File: src/rtl/rr_grant_sequencer.sv
// rr_grant_sequencer: four-way round-robin arbiter with a locked grant and a one-cycle release gap.
// Define ARB_TIMEOUT_EN to revoke any grant held for TIMEOUT_CYCLES cycles.
module rr_grant_sequencer #(
  parameter int TIMEOUT_CYCLES = 16
) (
  input  logic       arb_clk,
  input  logic       arb_rst_n,
  input  logic [3:0] arb_req,
  input  logic       arb_done,
  output logic [1:0] arb_gnt,
  output logic       arb_gnt_vld,
  output logic [3:0] arb_gnt_onehot,
  output logic       arb_timeout
);
  typedef enum logic [1:0] {IDLE, GRANT, RELEASE} state_t;
  state_t state;
  logic [1:0] ptr, c1, c2, c3, win;
  logic rel, expire;
  always_comb begin
    c1 = ptr + 2'd1;
    c2 = ptr + 2'd2;
    c3 = ptr + 2'd3;
    win = arb_req[c1] ? c1 : arb_req[c2] ? c2 : arb_req[c3] ? c3 : ptr;
    rel = arb_done | ~arb_req[arb_gnt];
  end
`ifdef ARB_TIMEOUT_EN
  localparam int CW = $clog2(TIMEOUT_CYCLES);
  logic [CW-1:0] cnt;
  assign expire = cnt == CW'(TIMEOUT_CYCLES - 1);
`else
  localparam int unused_timeout = TIMEOUT_CYCLES;
  assign expire = 1'b0;
  assign arb_timeout = 1'b0;
`endif
  always_ff @(posedge arb_clk or negedge arb_rst_n)
    if (!arb_rst_n) begin
      state <= IDLE;
      ptr <= 2'd3;
      arb_gnt <= 2'b00;
      arb_gnt_vld <= 1'b0;
      arb_gnt_onehot <= 4'b0000;
`ifdef ARB_TIMEOUT_EN
      cnt <= '0;
      arb_timeout <= 1'b0;
`endif
    end else begin
`ifdef ARB_TIMEOUT_EN
      cnt <= state == GRANT ? cnt + 1'b1 : '0;
      arb_timeout <= 1'b0;
`endif
      case (state)
        IDLE: if (|arb_req) begin
          state <= GRANT;
          arb_gnt <= win;
          arb_gnt_vld <= 1'b1;
          arb_gnt_onehot <= 4'b0001 << win;
        end
        GRANT: if (rel | expire) begin
          state <= RELEASE;
          ptr <= arb_gnt;
          arb_gnt_vld <= 1'b0;
          arb_gnt_onehot <= 4'b0000;
`ifdef ARB_TIMEOUT_EN
          arb_timeout <= ~rel;
`endif
        end
        default: state <= IDLE;
      endcase
    end
endmodule

File: config.mk
export PLATFORM = sky130hd
export DESIGN_NAME = rr_grant_sequencer
export DESIGN_NICKNAME = d
export VERILOG_FILES = /design/src/rtl/rr_grant_sequencer.sv
export SDC_FILE = /design/constraint.sdc
export NUM_CORES = 1
export LEC_CHECK = 0
export BUFFER_PORTS_ARGS = -buffer_cell sky130_fd_sc_hd__buf_4
export CAP_MARGIN = 20
export CORE_AREA = 4 4 41 43
export CTS_BUF_LIST = sky130_fd_sc_hd__clkbuf_8
export CTS_CLUSTER_SIZE = 24
export DETAILED_ROUTE_END_ITERATION = 7
export DIE_AREA = 0 0 45 47
export PLACE_DENSITY = 0.72
export SETUP_SLACK_MARGIN = 0.4
export SKIP_CTS_REPAIR_TIMING = 1
export SLEW_MARGIN = 20
export SYNTH_ARGS = -nofsm -noshare
export SYNTH_HDL_FRONTEND = slang
export SYNTH_SLANG_ARGS = --single-unit
File: constraint.sdc
create_clock -name arb_clk -period 3.78 [get_ports arb_clk]
set_clock_uncertainty 0.05 [all_clocks]
set_input_delay 0.756 -clock arb_clk [delete_from_list [all_inputs] [get_ports arb_clk]]
set_output_delay 0.756 -clock arb_clk [all_outputs]
set_load 0.05 [all_outputs]
==> impl_metrics.csv <==
group,metric,value,unit
grt,grt_usage,0.120,
clocking,cts_buffers,3,
floorplan,core_area,1300,µm²
run_status,outcome,"finished, final reports clean",
timing,final_hold_viol_count,0,
floorplan,row_count,13,
route,postRouteAntennaNets,0,
route,routed-via-count,452,
power_and_ir_drop,ir_worst_vdd,0.506,mV
clocking,ctsLongestPathBuffers,2,
synthesis,synthArstFlopShare,1.00,
synthesis,synth.largest_area_cell,"dfrtp_1",
power_and_ir_drop,p_leak,0.343,nW
grt,antenna_found_initial,0,
setup_path,setup.worst_path.end_class,"flop",
layout,multiInputGateArea,272,µm²
synthesis,synth.cell_area,564,µm²
power_and_ir_drop,internal_power,0.396,mW
grt,grt_pass1_wl,1720,µm
timing,setup_violations,0,
synthesis,synthFlopType,"dfrtp_1",
synthesis,ys_seq_area_frac,0.492,
layout,layout-drive-gt1-share,0.391,
route,routed_wirelength,1200,µm
synthesis,yosys_warnings,0,
setup_path,reg2reg_from,"arb_gnt[1]",
synthesis,syn_inst,48,
placed_design,dp_hpwl,898,µm
floorplan,fp.dieH,47,µm
power_and_ir_drop,pwr_density_cell,976,nW/µm²
clocking,htreeDepth,1,
floorplan,initial_core_util,0.434,
power_and_ir_drop,clkPwrFrac,0.163,
setup_path,crit_arrival,1960,ps
timing,whs,291,ps
power_and_ir_drop,combPwrFrac,0.516,
synthesis,syn_nets,55,
setup_path,ff2ff_setup_slack,2100,ps
layout,area_growth,27.3,%
setup_path,critical-path-top-delay-family,"multiplexers",
layout,ff_latch_area,278,µm²
synthesis,ys_ff_latch,11,
setup_path,cpPeakStageDelay,520,ps
placed_design,portBuffers,13,
synthesis,yosysUniqueCellTypes,28,
setup_path,crit_path_top_delay_cell,"mux4_2",
timing,fin_tns_setup,0,ps
power_and_ir_drop,power.share.switching,0.434,
synthesis,synth_top_cells_by_area,"dfrtp_1 40%, dfstp_2 9.3%, mux2_4 5.3%",
route,drc,0,
layout,fillers,124,
clocking,cts_sinks,11,
synthesis,synth_top_area_frac,0.399,
timing,finalMaxSlewViolations,0,
timing,timing.fmax,0.541,GHz
route,drt_first_pass_iters,4,
timing,grt_setup_unrepaired,"no",
grt,grt_pass1_vias,404,
setup_path,r2r_end,"ptr[1]",
power_and_ir_drop,p_seq_frac,0.322,
grt,overflow,0,
setup_path,path_cells,"buf_4 -> mux4_2 -> a21boi_4 -> mux2_4",
clocking,cts-root-buf,"clkbuf_8",
flow_run,maxCapViolations,0,
layout,finalNetCount,72,
floorplan,io_pins,15,
placed_design,gp_congestion,0.757,
setup_path,r2r_cells,3,
timing,fin_crit,1850,ps
setup_path,worstPathMaxFanout,6,
floorplan,dieArea,2120,µm²
route,viasPerCell,5.72,
setup_path,critPathBufInv,1,
layout,antenna_cells,0,
power_and_ir_drop,power,0.701,mW
clocking,clk_pin_slew,50,ps
route,drt-initial-drc-count,16,
clocking,clk_latency,240,ps
min_path,hold_path.class,"in -> async",
synthesis,synth_edf_count,0,
route,avgRoutedWirePerCell,15.2,µm
floorplan,fp.dieW,45,µm
synthesis,syn_area_per_cell,11.8,µm²
setup_path,cp.required,3890,ps
grt,grt_start_max_net_pins,12,
setup_path,start_kind,"primary input",
setup_path,path_class,"in -> reg",
power_and_ir_drop,p_sw,0.304,mW
clocking,cts_tree,"done",
timing,finalCritPeriodShare,0.489,
[stage by stage]
stage	instances	setup slack [ps]	utilization	area, µm²
after detailed placement	75	1690	0.517	673
after floorplan	48	1850	-	564
after global placement	75	1710	0.517	673
after CTS	79	1940	0.552	718
after global routing	79	1920	0.552	718
final	79	1930	0.552	718
[logic make-up after synthesis]
group	share of synthesized area
AOI/OAI and AO/OA	0.237
and+or+nand+nor	0.144
DFF	0.492
muxes	0.0931
buffers and inverters	0.0266
other	0.00665
[power groups by stage]
| stage | clock [mW] | combinational, mW | sequential, mW |
|---|---|---|---|
| 6_report | 0.114 | 0.361 | 0.225 |
| 5_1_grt | 0.121 | 0.385 | 0.230 |
| 4_1_cts | 0.116 | 0.364 | 0.225 |
| 3_5_place_dp | 0 | 0.362 | 0.226 |
| 3_3_place_gp | 0 | 0.357 | 0.224 |
| 2_1_floorplan | 0 | 0.183 | 0.310 |
[Yosys cell counts (2+ instances only)]
cell	count
a21o_1	2
a22o_1	2
dfrtp_1	9
dfstp_2	2
inv_1	2
mux2_4	2
nand2_1	3
nand2b_1	2
nand3_1	2
nor2_1	2
o21ai_0	2
o2bb2ai_1	2
[how the worst max path moves through the flow]
stage	startpoint	end	slack, ps	depth (start not counted)
2_1_floorplan	arb_gnt[1]	ptr[0]	1850	3
3_3_place_gp	arb_req[3]	ptr[1]	1710	4
3_5_place_dp	arb_req[3]	ptr[1]	1690	4
4_1_cts	arb_req[3]	ptr[1]	1940	4
5_1_grt	arb_req[3]	ptr[0]	1920	4
6_report	arb_req[3]	ptr[1]	1930	4
[state kept, by name, indices dropped and copies added, names as in the netlist]
name	count
state	2
arb_gnt	2
arb_gnt_vld	1
ptr	2
arb_gnt_onehot	4
[placed cells by master (no fill, tap or decap), drive strengths merged]
cell     count
a211oi       1
nand2        3
o2bb2ai      2
a21o         2
mux2         2
clkbuf       3
nand2b       2
o31a         1
a22o         2
o21ai        3
buf         13
dfstp        2
a211o        1
mux4         1
o21a         1
or2b         1
nand3b       1
conb         1
and2b        1
a31oi        1
nor2         2
nand3        3
o31ai        1
nand4        1
inv          3
a21boi       1
dfrtp        9
[cell type report]
class / instances / area share
Sequential cell: 11 / 0.387
Multi-Input combinational cell: 34 / 0.378
Timing Repair Buffer: 13 / 0.136
Clock buffer: 3 / 0.0575
Tap cell: 15 / 0.0261
Inverter: 2 / 0.0105
Clock inverter: 1 / 0.00523
[routing by layer]
layer	vias up	track usage	share of wire	wire length, µm
met5	-	0	0	0
li1	210	-	-	-
met2	16	0.184	0.48	576
met3	2	0.0345	0.051	62
met1	224	0.144	0.46	554
met4	0	0.0877	0.0083	10
Note: power is estimated with default switching activity, not from simulation.
